## src/rtl/string_receiver.sv

```systemverilog
// -----------------------------------------------------------------------------
// string_receiver
// Decodes a single-wire WS2812-style LED serial stream back into 24-bit pixel
// words, frame boundaries and error flags. Runs in the clk_20 domain; sdi is
// asynchronous and is synchronized internally.
//
// Ports:
//   clk           in   1   system clock (clk_20)
//   reset_n       in   1   synchronous reset, active-low
//   sdi           in   1   serial LED data, asynchronous
//   pixel_data    out  24  last decoded pixel, first received bit in bit 23
//   pixel_valid   out  1   one-cycle strobe: pixel_data updated
//   frame_done    out  1   one-cycle strobe: latch/reset gap detected
//   frame_pixels  out  16  pixels in completed frame, held until next frame_done
//   frame_err     out  1   frame ended with a partial pixel, held with frame_pixels
//   bit_err       out  1   one-cycle strobe: high pulse too short or too long
// -----------------------------------------------------------------------------
module string_receiver #(
    parameter int unsigned CLK_PERIOD_NS = 50,
    parameter int unsigned T1_MIN_NS     = 600,
    parameter int unsigned TH_MIN_NS     = 150,
    parameter int unsigned TH_MAX_NS     = 2000,
    parameter int unsigned T_RESET_NS    = 50000
) (
    input  logic        clk,
    input  logic        reset_n,
    input  logic        sdi,
    output logic [23:0] pixel_data,
    output logic        pixel_valid,
    output logic        frame_done,
    output logic [15:0] frame_pixels,
    output logic        frame_err,
    output logic        bit_err
);

    // Widths
    localparam int unsigned PIX_W = 24;
    localparam int unsigned SHR_W = PIX_W - 1;
    localparam int unsigned HC_W  = 8;
    localparam int unsigned LC_W  = 11;
    localparam int unsigned BC_W  = 5;
    localparam int unsigned PC_W  = 16;

    // Cycle thresholds derived from the ns timing parameters
    localparam int unsigned THRESH       = T1_MIN_NS / CLK_PERIOD_NS;
    localparam int unsigned MIN_HIGH     = TH_MIN_NS / CLK_PERIOD_NS;
    localparam int unsigned MAX_HIGH     = TH_MAX_NS / CLK_PERIOD_NS;
    localparam int unsigned RESET_CYCLES = T_RESET_NS / CLK_PERIOD_NS;

    localparam logic [HC_W-1:0] THRESH_C   = HC_W'(THRESH);
    localparam logic [HC_W-1:0] MIN_HIGH_C = HC_W'(MIN_HIGH);
    localparam logic [HC_W-1:0] MAX_HIGH_C = HC_W'(MAX_HIGH);
    localparam logic [LC_W-1:0] RESET_C    = LC_W'(RESET_CYCLES);
    localparam logic [BC_W-1:0] LAST_BIT   = BC_W'(PIX_W - 1);

    localparam logic [HC_W-1:0] HC_MAX = {HC_W{1'b1}};
    localparam logic [LC_W-1:0] LC_MAX = {LC_W{1'b1}};
    localparam logic [PC_W-1:0] PC_MAX = {PC_W{1'b1}};

    // FSM encoding
    localparam logic [1:0] S_IDLE = 2'd0;
    localparam logic [1:0] S_HIGH = 2'd1;
    localparam logic [1:0] S_LOW  = 2'd2;

    // Input path
    logic sdi_meta;
    logic sdi_s;
    logic sdi_d;
    logic rise;
    logic fall;

    // Decoder state
    logic [1:0]       state,        state_nxt;
    logic [HC_W-1:0]  high_cnt,     high_cnt_nxt;
    logic [LC_W-1:0]  low_cnt,      low_cnt_nxt;
    logic [BC_W-1:0]  bit_cnt,      bit_cnt_nxt;
    logic [PC_W-1:0]  pix_cnt,      pix_cnt_nxt;
    logic [SHR_W-1:0] shreg,        shreg_nxt;

    // Next values of the registered outputs
    logic [PIX_W-1:0] pixel_data_nxt;
    logic             pixel_valid_nxt;
    logic             frame_done_nxt;
    logic [PC_W-1:0]  frame_pixels_nxt;
    logic             frame_err_nxt;
    logic             bit_err_nxt;

    logic             bit_val_c;

    // Two-flop synchronizer plus edge-detect delay; all reset high so a line
    // already high at reset release never looks like a rising edge.
    always_ff @(posedge clk) begin
        if (!reset_n) begin
            sdi_meta <= 1'b1;
            sdi_s    <= 1'b1;
            sdi_d    <= 1'b1;
        end else begin
            sdi_meta <= sdi;
            sdi_s    <= sdi_meta;
            sdi_d    <= sdi_s;
        end
    end

    assign rise = sdi_s & ~sdi_d;
    assign fall = ~sdi_s & sdi_d;

    // State and output registers
    always_ff @(posedge clk) begin
        if (!reset_n) begin
            state        <= S_IDLE;
            high_cnt     <= '0;
            low_cnt      <= '0;
            bit_cnt      <= '0;
            pix_cnt      <= '0;
            shreg        <= '0;
            pixel_data   <= '0;
            pixel_valid  <= 1'b0;
            frame_done   <= 1'b0;
            frame_pixels <= '0;
            frame_err    <= 1'b0;
            bit_err      <= 1'b0;
        end else begin
            state        <= state_nxt;
            high_cnt     <= high_cnt_nxt;
            low_cnt      <= low_cnt_nxt;
            bit_cnt      <= bit_cnt_nxt;
            pix_cnt      <= pix_cnt_nxt;
            shreg        <= shreg_nxt;
            pixel_data   <= pixel_data_nxt;
            pixel_valid  <= pixel_valid_nxt;
            frame_done   <= frame_done_nxt;
            frame_pixels <= frame_pixels_nxt;
            frame_err    <= frame_err_nxt;
            bit_err      <= bit_err_nxt;
        end
    end

    // Next-state and output decode
    always_comb begin
        state_nxt        = state;
        high_cnt_nxt     = high_cnt;
        low_cnt_nxt      = low_cnt;
        bit_cnt_nxt      = bit_cnt;
        pix_cnt_nxt      = pix_cnt;
        shreg_nxt        = shreg;
        pixel_data_nxt   = pixel_data;
        pixel_valid_nxt  = 1'b0;
        frame_done_nxt   = 1'b0;
        frame_pixels_nxt = frame_pixels;
        frame_err_nxt    = frame_err;
        bit_err_nxt      = 1'b0;
        bit_val_c        = 1'b0;

        case (state)
            S_IDLE: begin
                if (rise) begin
                    state_nxt    = S_HIGH;
                    high_cnt_nxt = HC_W'(1);
                end
            end

            S_HIGH: begin
                if (fall) begin
                    // high_cnt holds the full pulse width here
                    state_nxt   = S_LOW;
                    low_cnt_nxt = LC_W'(1);
                    if ((high_cnt < MIN_HIGH_C) || (high_cnt > MAX_HIGH_C)) begin
                        bit_err_nxt = 1'b1;
                    end else begin
                        bit_val_c = (high_cnt >= THRESH_C);
                        shreg_nxt = {shreg[SHR_W-2:0], bit_val_c};
                        if (bit_cnt == LAST_BIT) begin
                            pixel_data_nxt  = {shreg, bit_val_c};
                            pixel_valid_nxt = 1'b1;
                            bit_cnt_nxt     = '0;
                            if (pix_cnt != PC_MAX) begin
                                pix_cnt_nxt = pix_cnt + PC_W'(1);
                            end
                        end else begin
                            bit_cnt_nxt = bit_cnt + BC_W'(1);
                        end
                    end
                end else if (high_cnt != HC_MAX) begin
                    high_cnt_nxt = high_cnt + HC_W'(1);
                end
            end

            S_LOW: begin
                if (low_cnt == RESET_C) begin
                    // Latch gap: close the frame, drop any partial pixel
                    frame_done_nxt   = 1'b1;
                    frame_pixels_nxt = pix_cnt;
                    frame_err_nxt    = (bit_cnt != '0);
                    bit_cnt_nxt      = '0;
                    pix_cnt_nxt      = '0;
                    state_nxt        = S_IDLE;
                end else if (low_cnt != LC_MAX) begin
                    low_cnt_nxt = low_cnt + LC_W'(1);
                end
                // A rise landing on the gap-completion cycle still starts a bit
                if (rise) begin
                    state_nxt    = S_HIGH;
                    high_cnt_nxt = HC_W'(1);
                end
            end

            default: begin
                state_nxt = S_IDLE;
            end
        endcase
    end

endmodule

```

## config.mk

```make
export PLATFORM = sky130hd
export DESIGN_NAME = string_receiver
export DESIGN_NICKNAME = d
export VERILOG_FILES = /design/src/rtl/string_receiver.sv
export SDC_FILE = /design/constraint.sdc
export NUM_CORES = 1
export LEC_CHECK = 0
export CAP_MARGIN = 15
export CORE_ASPECT_RATIO = 1.5
export CORE_MARGIN = 2
export CORE_UTILIZATION = 61
export DETAILED_ROUTE_END_ITERATION = 8
export PLACE_DENSITY = 0.9
export SYNTH_ARGS = -nofsm -noshare
export SYNTH_HDL_FRONTEND = slang
export SYNTH_SLANG_ARGS = --single-unit
export TNS_END_PERCENT = 5
```

## constraint.sdc

```tcl
create_clock -name clk -period 3.8 [get_ports clk]
set_clock_uncertainty 0.05 [all_clocks]
set_input_delay 0.38 -clock clk [delete_from_list [all_inputs] [get_ports clk]]
set_output_delay 0.38 -clock clk [all_outputs]
set_load 0.02 [all_outputs]
```

======== Word level (Yosys, flattened, before mapping) ========
Cells that the tools add are included.
storage, ports and cells
  output and inout port bits .............. 44
  flip-flop bits (word level) ............. 112
operators by class
  eq/ne operators ......................... 19
  $lt $le $gt $ge ......................... 3
  bitwise logic cells ..................... 8
  reductions and logical operators ........ 17
  muxes and demuxes ....................... 27
  $add $sub $neg .......................... 4
operator list
  operator                                                                             count
  16-bit two-way mux                                                                   5
  11-bit two-way mux                                                                   3
  16-bit case mux with 2 select lines                                                  1
  8-bit two-way mux                                                                    3
  11-bit case mux with 2 select lines                                                  1
  5-bit two-way mux                                                                    4
  2-bit inequality test, second input constant                                         10
  16-bit by 1-bit adder with 16-bit output, second input constant                      1
  16-bit inequality test, second input constant                                        1
  8-bit case mux with 2 select lines                                                   1
  4-bit AND reduction                                                                  4
  11-bit by 1-bit adder with 11-bit output, second input constant                      1
  11-bit by 10-bit == test with 1-bit output, second input constant                    1
  11-bit inequality test, second input constant                                        1
  5-bit case mux with 2 select lines                                                   1
  3-bit AND reduction                                                                  3
  8-bit by 1-bit adder with 8-bit output, second input constant                        1
  8-bit by 4-bit greater-or-equal comparator with 1-bit output, second input constant  1
  8-bit by 6-bit greater-than comparator with 1-bit output, second input constant      1
  8-bit by 2-bit < comparator with 1-bit output, second input constant                 1
  2-bit two-way mux                                                                    4
  8-bit inequality test, second input constant                                         1
  1-bit inverter                                                                       6
  2-bit case mux with 3 select lines                                                   1
  16 further kinds                                                                     21

======== Logic depth before layout (Yosys ltp) ========
Gate-level depths: netlist of run 1.
  word-level depth ........................ 6
  gate-level depth with buffers ........... 10
  mapped depth without buffers ............ 8

======== Worst setup path before layout of run 1 ========
No wires, ideal clock.
  path kind ............................... register to register
  start point ............................. register low_cnt[2]
  end point ............................... register bit_cnt[4]
  setup slack ............................. 1.494 ns
  required time ........................... 3.671 ns
  cell stages (with the launch flop) ...... 8
  arrival time ............................ 2.177 ns
  cells stage by stage .................... dfxtp_1 > or4b_4 > or4_4 > buf_6 > nand2_8 > o21ai_4 > or4_1 > a211oi_2
on the way
  cells in the longest elaborated chain, start to end .. 3
RTL lines
  what                                        RTL line  source
  start: declaration                          75        logic [LC_W-1:0] low_cnt, low_cnt_nxt;
  start signal: assignment                    125       low_cnt <= low_cnt_nxt;
  11-bit by 10-bit == test with 1-bit output  189       if (low_cnt == RESET_C) begin
  2-bit inequality test (no line)             -
  4-bit AND reduction (no line)               -
  end signal: assignment                      126       bit_cnt <= bit_cnt_nxt;
  end: declaration                            76        logic [BC_W-1:0] bit_cnt, bit_cnt_nxt;
Every way passes these cells.
A chain may end at the register's enable or synchronous reset.

======== Worst setup path after layout of run 1 ========
  start point ............................. register state[0]
  end point ............................... register pix_cnt[11]
on the way
  cells in the longest elaborated chain, start to end .. 3
  elaborated cells on any way between the ends .. 10
RTL lines
  what                                                                              RTL line  source
  start: declaration                                                                73        logic [1:0] state, state_nxt;
  start signal: assignment                                                          123       state <= state_nxt;
  2-bit by 1-bit == test with 1-bit output / 2-bit == test (equally long branches)  154       case (state)
  2-bit inequality test (no line) / 2-bit nonzero test (equally long branches)      -
  6-bit AND reduction (no line)                                                     -
  end signal: assignment                                                            127       pix_cnt <= pix_cnt_nxt;
  end: declaration                                                                  77        logic [PC_W-1:0] pix_cnt, pix_cnt_nxt;
Several ways; a longest one is shown, not always the timed one.

==> flow_metrics.tcl, run 1 <==
set metrics [dict create \
    status "complete, no violations" \
    port_buffers 46 \
    critPathRequiredTime_ns 4.02 \
    clkLatencyLatePin_ns 0.35 \
    leakagePower_nw 1.810 \
    max-slew-margin-rel 0.3389 \
    ctsRootBufferMaster "clkbuf_16" \
    rrSetupSlack_ns 1.06 \
    ys_seq_area_frac 0.4806 \
    internal_power_w 0.001731 \
    critPathMaxStageDelay_ns 0.80 \
    synthTopCellsByArea "dfxtp_1 (48%), nand2_1 (13%), a21oi_1 (8.5%), nor2_1 (3.0%), xor2_1 (2.4%)" \
    grt_setup_unrepaired "false" \
    io_pins 47 \
    initialDrtViolationCount 241 \
    setup_tns_ns 0 \
    power_frac_comb 0.018 \
    cts_num_sinks 112 \
    syn_area_mm2 0.004666 \
    pwr-share-seq 0.543 \
    fp-row-count 39 \
    ctsHoldBuffers 0 \
    min_from "sdi_meta$_SDFF_PN1_" \
    p_switching_w 0.0004420 \
    cp_max_fo 17 \
    maxCapViolations 0 \
    min_period_over_period 0.7214 \
    wirelength_mm 9.939 \
    ys_seq_elements 112 \
    syn_inst 581 \
    cp-end-kind "flop" \
    drtPass1Iterations 4 \
    r2r_end "pix_cnt[11]$_SDFFE_PN0P_" \
    critPathKind "reg2reg" \
    synth_area_leader_cell "dfxtp_1" \
    finalHoldViolations 0 \
    synthSimpleGateAreaFrac 0.2808 \
    worstPathCellList "nand2b_1, or4_4, nand2_8, o211ai_4, or4_1, o22ai_1" \
    hold_depth 1 \
    track_usage 0.2485 \
    cp_data_arrival_time_ns 2.96 \
    grt_pass1_wl_mm 16.57 \
    die_h_um 111.1 \
    drc 0 \
    dieArea_mm2 0.008379 \
    reg2reg_depth 6 \
    ys_types 53 \
    yosysWarningCount 0 \
    tightest_slew_ns 0.9826 \
    postRouteAntennaNets 0 \
    pwr-share-clk 0.439 \
    synth-compound-area-share 0.1550 \
    r2r-start "state[0]$_SDFFE_PN0P_" \
    hold_path_class "reg2reg" \
    swShare 0.2034 \
    fin_ws_ns 1.059 \
    antennaDiodeCount 0 \
    grt_max_degree 50 \
    post_drt_wl_per_cell_um 13.80 \
    crit_slowest_cell "or4_4" \
    clockBufferDepth 2 \
    synth_adder_area_share 0.01877 \
    nNetsFinal 623 \
    clk_pin_slew_worst_paths_ns 0.07 \
    fmax_mhz 364.8 \
    die_w_um 75.41 \
    power.density_mw_per_mm2 396.7 \
    peakVddDrop_v 0.0002964 \
    vias 4110 \
    grt_pass1_vias 3932 \
    cp-start-kind "flop" \
    cts_max_level 3 \
    setup_violations 0 \
    coreArea_mm2 0.007515 \
    area_growth_pct 17.40 \
    cts_tree "done" \
    viasPerCell 5.708 \
    min_period_ns 2.741 \
    routabilityCongestion 0.9068 \
    ys.flop_type "dfxtp_1" \
    synth_async_sr_flop_share 0 \
    synth_nets 591 \
    synth_edf_count 0 \
    cts_resized 0 \
    start_util 0.6209 \
    synth.top_cell.area_share 0.4806 \
    synth.area.mux_share 0.002145 \
    syn-mean-instance-area_um2 8.031 \
    antenna_found_initial 0 \
    finalMaxSlewViolations 0 \
    dp_hpwl_mm 7.055 \
    hold_end "sdi_s$_SDFF_PN1_" \
    layout-drive-gt1-share 0.05825 \
    grt_overflow 0 \
    cts_made_buffers 9 \
    postCtsSetupRepairBufs 0 \
    preCtsSetupSlack_ns 1.091 \
    synth_top_family_by_area "simple AND/OR/NAND/NOR gates" \
    synthXorXnorAreaFrac 0.02440 \
]
## area by class of cell
| class | instances | area [um2] |
|---|---|---|
| Sequential cell | 112 | 2242 |
| Clock buffer | 11 | 252.7 |
| Multi-Input combinational cell | 425 | 2250 |
| Clock inverter | 5 | 55.05 |
| Fill cell | 578 | 2037 |
| Inverter | 14 | 52.55 |
| Tap cell | 102 | 127.6 |
| Timing Repair Buffer | 51 | 498.0 |
## kinds of logic (layout without fill, tap and decap cells)
| logic type | after synthesis | count (layout) |
|---|---|---|
| simple gates | 282 | 282 |
| compound gates | 122 | 122 |
| flops | 112 | 112 |
| buf+inv | 44 | 81 |
| xor+xnor | 13 | 13 |
| fa+ha+maj | 7 | 7 |
| mux | 1 | 1 |
## cell usage after synthesis, types with 2 or more instances
cell / n
a211oi_1: 4
a21oi_1: 79
a311oi_1: 4
a41oi_1: 2
and3_1: 5
and4_1: 2
buf_2: 5
clkbuf_1: 24
dfxtp_1: 112
ha_1: 7
inv_1: 14
nand2_1: 160
nand2b_1: 6
nand3_1: 16
nand4_1: 12
nor2_1: 37
nor2b_1: 5
nor3_1: 8
nor4_1: 6
o211ai_1: 2
o21a_1: 2
o21ai_0: 14
o22ai_1: 2
or2_2: 2
or3_1: 5
or4_1: 7
xor2_1: 13
## power by group through the flow
| stage | clock, W | sequential, W | combinational (W) |
|---|---|---|---|
| global placement | 0 | 0.00121 | 0.0000372 |
| CTS | 0.000966 | 0.00118 | 0.0000381 |
| floorplan | 0 | 0.00121 | 0.0000296 |
| detailed placement | 0 | 0.00121 | 0.0000377 |
| finish | 0.000954 | 0.00118 | 0.0000383 |
| global route | 0.00100 | 0.00118 | 0.0000423 |
## placed cells by master (no fill, tap or decap), types with 4 or more instances in the layout
cell type and instances:
a211oi_1 4, a21oi_1 79, a311oi_1 4, and3_1 5, buf_4 5, clkbuf_16 9
clkdlybuf4s50_1 46, dfxtp_1 112, ha_1 7, inv_1 13, nand2_1 160, nand2b_1 6
nand3_1 16, nand4_1 12, nor2_1 37, nor2b_1 5, nor3_1 7, nor4_1 6
o21ai_0 14, or3_1 5, or4_1 7, xor2_1 13
## sequential cells by signal (all words and copies together), names as in the netlist, 2 cells and up
signal        count
bit_cnt           5
pixel_data       24
low_cnt          11
frame_pixels     16
shreg            23
pix_cnt          16
high_cnt          8
state             2
## metal layers
| layer | track usage | wire, um |
|---|---|---|
| met3 | 0.04455 | 416 |
| met2 | 0.4417 | 5379 |
| met4 | 0.1146 | 198 |
| met5 | 0 | 0 |
| met1 | 0.2725 | 3944 |
## metrics by stage
step	cells	util	cell area, um2	power (W)	hold WS (ns)
after floorplan	581	-	4666	0.001236	0.3363
after global placement	704	0.6880	5170	0.001244	0.3508
after detailed placement	704	0.6880	5170	0.001245	0.3479
after CTS	720	0.7289	5478	0.002185	0.3633
after global routing	720	0.7289	5478	0.002227	0.3761
final	720	0.7289	5478	0.002173	0.3606
## worst max path at each step
stage / startpoint / end / cells after the start
3_3_place_gp: reset_n / bit_err$_SDFF_PN0_ / 4
3_5_place_dp: state[0]$_SDFFE_PN0P_ / pix_cnt[11]$_SDFFE_PN0P_ / 6
6_report: state[0]$_SDFFE_PN0P_ / pix_cnt[11]$_SDFFE_PN0P_ / 6
4_1_cts: state[0]$_SDFFE_PN0P_ / pix_cnt[11]$_SDFFE_PN0P_ / 6
5_1_grt: high_cnt[4]$_SDFFE_PN0P_ / shreg[11]$_SDFFE_PN0P_ / 6
2_1_floorplan: low_cnt[2]$_SDFFE_PN0P_ / bit_cnt[4]$_SDFFE_PN0P_ / 7
## critical path: cells and delay by family, from the launching register on
kind	cells	cell delay [ns]
flops	1	0.36
simple gates	4	1.92
compound gates	2	0.34
(Power assumes the default switching activity.)
==> run 2: changes to the inputs <==
- CORE_UTILIZATION: 61 -> 56
- PLACE_DENSITY: 0.9 -> 0.84
- clock period: 3.8 -> 2.73 ns (I/O delays scaled with it)
==> run 2 against run 1 <==
Clock power increased by 32%. Cell count is 1.7% higher. Routed wire length up 5.0%. Register-to-register slack lost 0.85 ns. Sequential power grew 39%. Clock-buffer cell count down 1. Total power increased by 36%. Combinational power increased by 50%. Maximum frequency increased by 8.8%. Global-route usage down 0.74 points. Utilization down 4.3 points. Largest power group unchanged.
==> flow_metrics.tcl, run 2 (synthesis results as in run 1) <==
set metrics [dict create \
    routabilityCongestion 0.9011 \
    cts_tree "done" \
    status "complete, no violations" \
    dieArea_mm2 0.009093 \
    track_usage 0.2410 \
    dpl-instance-area_mm2 0.005241 \
    postRouteAntennaNets 0 \
    min_period_ns 2.520 \
    finalMaxSlewViolations 0 \
    cp-end-kind "flop" \
    viasPerCell 5.755 \
    max-slew-margin-rel 0.4434 \
    wirelength_mm 10.43 \
    clkLatencyLatePin_ns 0.35 \
    drtPass1Iterations 4 \
    tightest_slew_ns 0.8332 \
    min_period_over_period 0.9229 \
    grt_max_degree 43 \
    setup_violations 0 \
    cts_made_buffers 9 \
    drc 0 \
    clk_pin_slew_worst_paths_ns 0.07 \
    seq_area_mm2 0.002242 \
    fmax_mhz 396.9 \
    die_w_um 78.53 \
    num-fill-cells 658 \
    area_growth_pct 18.53 \
    power.density_mw_per_mm2 535.1 \
    peakVddDrop_v 0.0004078 \
    port_buffers 46 \
    finalHoldViolations 0 \
    cp-start-kind "flop" \
    die_h_um 115.8 \
    top_register "pixel_data" \
    grt_pass1_vias 4010 \
    cts_resized 0 \
    critPathKind "reg2reg" \
    cp_data_arrival_time_ns 2.74 \
    antenna_found_initial 0 \
    preCtsSetupSlack_ns 0.2442 \
    antennaDiodeCount 0 \
    finalPower_w 0.002959 \
    coreArea_mm2 0.008058 \
    layout_common_cells "nand2_1 (160), dfxtp_1 (112), a21oi_1 (79), clkdlybuf4s50_1 (46), nor2_1 (37)" \
    postLayoutCellArea_mm2 0.005530 \
    hold_path_class "reg2reg" \
    ctsHoldBuffers 0 \
    leakagePower_nw 1.844 \
    post_drt_wl_per_cell_um 14.25 \
    clockBufferDepth 2 \
    nNetsFinal 632 \
    worst-path-buf-inv 0 \
    start_util 0.5790 \
    cts_num_sinks 112 \
    postCtsSetupRepairBufs 0 \
    grt_setup_unrepaired "false" \
    critPathRequiredTime_ns 2.95 \
    maxCapViolations 0 \
    grt_overflow 0 \
    largest_reg_flops 24 \
    grt_pass1_wl_mm 17.55 \
    critPathMaxStageDelay_ns 0.59 \
    crit_slowest_cell "or4_4" \
    fp-row-count 40 \
    worstPathCellList "or4b_4, or4_4, nand2_8, o21ai_4, or4_1, a211oi_2" \
    initialDrtViolationCount 286 \
    cp_max_fo 17 \
    dp_hpwl_mm 7.276 \
    cts_max_level 3 \
    io_pins 47 \
    setup_tns_ns 0 \
    layout-drive-gt1-share 0.07177 \
    layout_commonest_cell "nand2_1" \
    multiInputGateArea_mm2 0.002250 \
    ctsRootBufferMaster "clkbuf_16" \
    critPathTopFamily "simple AND/OR/NAND/NOR gates" \
    vias 4213 \
    fin_ws_ns 0.2104 \
    largestRegisters "pixel_data (24), shreg (23)" \
]
## run 2: stage by stage
step | util | instances | hold slack, ns
after floorplan | - | 581 | 0.3245
after global placement | 0.6505 | 716 | 0.3426
after detailed placement | 0.6505 | 716 | 0.3422
after CTS | 0.6863 | 732 | 0.3596
after global routing | 0.6863 | 732 | 0.3962
final | 0.6863 | 732 | 0.3585
## run 2: path summary, 6_finish.rpt
check | cells past startpoint | start | endpoint | slack (ns)
max | 6 | low_cnt[2]$_SDFFE_PN0P_ | bit_cnt[4]$_SDFFE_PN0P_ | 0.21
min | 1 | sdi_meta$_SDFF_PN1_ | sdi_s$_SDFF_PN1_ | 0.36
max reg2reg | 6 | low_cnt[2]$_SDFFE_PN0P_ | bit_cnt[4]$_SDFFE_PN0P_ | 0.21
min reg2reg | 1 | sdi_meta$_SDFF_PN1_ | sdi_s$_SDFF_PN1_ | 0.36
## run 2: power breakdown
group          total [W]  internal (W)  switching [W]  leakage, nW
logic          0.0000574     0.0000154      0.0000420        0.800
clock network    0.00126      0.000657       0.000602        0.141
registers        0.00164       0.00164     0.00000571        0.902
total            0.00296       0.00231       0.000649         1.84
## run 2: area by class of cell
cell class              count  share of cell area
clock buffers              10             0.04321
clock inverters             6            0.009050
inverters                  14            0.009502
multi-input cells         425              0.4068
flip-flops and latches    112              0.4054
well taps                 105             0.02376
repair buffers             60              0.1023
## run 2: metal layers
metal / GRT usage / wire length, um / up-vias
li1: - / - / 2074
met5: 0 / 0 / -
met3: 0.05296 / 466 / 19
met2: 0.4473 / 5586 / 124
met4: 0.09942 / 239 / 0
met1: 0.2629 / 4140 / 1996
## run 2: worst reg2reg max path, cell delays in order, from the launching register on
cell	delay, ns
dfxtp_1	0.35
or4b_4	0.54
or4_4	0.59
nand2_8	0.15
o21ai_4	0.09
or4_1	0.45
a211oi_2	0.23
==> run 3: changes to the inputs <==
- MAX_ROUTING_LAYER: unset -> met4
==> run 3 against run 2 <==
Design area did not move. Sequential share of layout area unchanged. Cell count unchanged. Largest cell class unchanged. Non-clock buffer count unchanged. Largest power group unchanged. Flip-flop and latch count unchanged. Setup slack better by 0.0011 ns. Critical endpoint unchanged. Critical path type unchanged.
==> flow_metrics.tcl, run 3 (synthesis results as in run 1) <==
set metrics [dict create \
    status "complete, no violations" \
    leakagePower_nw 1.844 \
    ctsRootBufferMaster "clkbuf_16" \
    grt_setup_unrepaired "false" \
    min_period_ns 2.518 \
    cp-end-kind "flop" \
    layout_commonest_cell "nand2_1" \
    min_from "sdi_meta$_SDFF_PN1_" \
    peakVddDrop_v 0.0004099 \
    initialDrtViolationCount 275 \
    p_switching_w 0.0006519 \
    hold_end "sdi_s$_SDFF_PN1_" \
    tightest_slew_ns 0.8256 \
    grt_pass1_vias 4007 \
    postRouteAntennaNets 0 \
    fmax_mhz 397.1 \
    use_met2 0.4473 \
    r2r-start "low_cnt[2]$_SDFFE_PN0P_" \
    maxCapViolations 0 \
    port_buffers 46 \
    gr-max-usage-layer "met2" \
    area_growth_pct 18.53 \
    min_period_over_period 0.9225 \
    grt_max_degree 43 \
    cts_num_sinks 112 \
    setup_violations 0 \
    clk_pin_slew_worst_paths_ns 0.07 \
    dp_hpwl_mm 7.276 \
    critPathKind "reg2reg" \
    dpl-instance-area_mm2 0.005241 \
    cp_data_arrival_time_ns 2.74 \
    grt_overflow 0 \
    post_drt_wl_per_cell_um 14.18 \
    routabilityCongestion 0.9165 \
    top_register "pixel_data" \
    cts_max_level 3 \
    drtPass1Iterations 5 \
    finalMaxSlewViolations 0 \
    finalHoldViolations 0 \
    cp_max_fo 17 \
    wirelength_mm 10.38 \
    io_pins 47 \
    rrSetupSlack_ns 0.21 \
    track_usage 0.2479 \
    postLayoutCellArea_mm2 0.005530 \
    clockBufferDepth 2 \
    finalPower_w 0.002962 \
    cp-start-kind "flop" \
    setup_tns_ns 0 \
    power.density_mw_per_mm2 535.5 \
    use_met3 0.03115 \
    timing.hold.ws_ns 0.3586 \
    r2r_end "bit_cnt[4]$_SDFFE_PN0P_" \
    layout_common_cells "nand2_1 (160), dfxtp_1 (112), a21oi_1 (79), clkdlybuf4s50_1 (46), nor2_1 (37)" \
    critPathRequiredTime_ns 2.95 \
    reg2reg_depth 6 \
    coreArea_mm2 0.008058 \
    die_h_um 115.8 \
    grt_pass1_wl_mm 17.53 \
    hold_path_class "reg2reg" \
    max-slew-margin-rel 0.4485 \
    dieArea_mm2 0.009093 \
    clkLatencyLatePin_ns 0.35 \
    num-fill-cells 658 \
    antennaDiodeCount 0 \
    swShare 0.2201 \
    hold_depth 1 \
    pwr-share-clk 0.426 \
    largestRegisters "pixel_data (24), shreg (23)" \
    drc 0 \
    cts_tree "done" \
    ctsHoldBuffers 0 \
    fp-row-count 40 \
    viasPerCell 5.721 \
    grt_util_met1 0.2634 \
    cts_made_buffers 9 \
    layout-drive-gt1-share 0.07177 \
    largest_reg_flops 24 \
    die_w_um 78.53 \
    pwr-share-seq 0.555 \
    internal_power_w 0.002310 \
    antenna_found_initial 0 \
    power_frac_comb 0.019 \
    postCtsSetupRepairBufs 0 \
    nNetsFinal 632 \
    vias 4188 \
    cts_resized 0 \
    start_util 0.5790 \
]
## run 3: critical path: stages, from the launching register on
cell and delay (ns):
dfxtp_1 0.35, or4b_4 0.54, or4_4 0.59, nand2_8 0.14, o21ai_4 0.09, or4_1 0.45, a211oi_2 0.23
## run 3: power by group through the flow
| stage | sequential, W | combinational [W] | clock, W |
|---|---|---|---|
| final | 0.00164 | 0.0000569 | 0.00126 |
| after global routing | 0.00164 | 0.0000634 | 0.00135 |
| after CTS | 0.00164 | 0.0000571 | 0.00129 |
| after detailed placement | 0.00168 | 0.0000571 | 0 |
| after global placement | 0.00168 | 0.0000548 | 0 |
| after floorplan | 0.00168 | 0.0000412 | 0 |
## run 3: how the worst max path moves through the flow
| stage | end | slack, ns | cells past startpoint | startpoint |
|---|---|---|---|---|
| floorplan | bit_cnt[4]$_SDFFE_PN0P_ | 0.42 | 7 | low_cnt[2]$_SDFFE_PN0P_ |
| global placement | bit_cnt[3]$_SDFFE_PN0P_ | 0.31 | 6 | low_cnt[2]$_SDFFE_PN0P_ |
| detailed placement | bit_cnt[4]$_SDFFE_PN0P_ | 0.24 | 6 | low_cnt[2]$_SDFFE_PN0P_ |
| CTS | bit_cnt[4]$_SDFFE_PN0P_ | 0.22 | 6 | low_cnt[2]$_SDFFE_PN0P_ |
| global route | pix_cnt[4]$_SDFFE_PN0P_ | 0.17 | 8 | high_cnt[0]$_SDFFE_PN0P_ |
| finish | bit_cnt[4]$_SDFFE_PN0P_ | 0.21 | 6 | low_cnt[2]$_SDFFE_PN0P_ |
## run 3: per-stage QoR
stage	util	instances	worst slack (ns)
final	0.6863	732	0.2115
after global routing	0.6863	732	0.1711
after CTS	0.6863	732	0.2237
after detailed placement	0.6505	716	0.2442
after global placement	0.6505	716	0.3091
after floorplan	-	581	0.4236
## run 3: metal layers
metal / part of all wire / vias up
met1: 0.40 / 1987
met3: 0.032 / 23
li1: - / 2077
met2: 0.54 / 101
met5: 0 / -
met4: 0.027 / 0
## run 3: area by class of cell
| class | instances | area, um2 | area share |
|---|---|---|---|
| sequential | 112 | 2242 | 0.4054 |
| multi-input combinational | 425 | 2250 | 0.4068 |
| tap | 105 | 131.4 | 0.02376 |
| timing repair buffer | 60 | 565.5 | 0.1023 |
| clock buffer | 10 | 239.0 | 0.04321 |
| inverter | 14 | 52.55 | 0.009502 |
| clock inverter | 6 | 50.05 | 0.009050 |
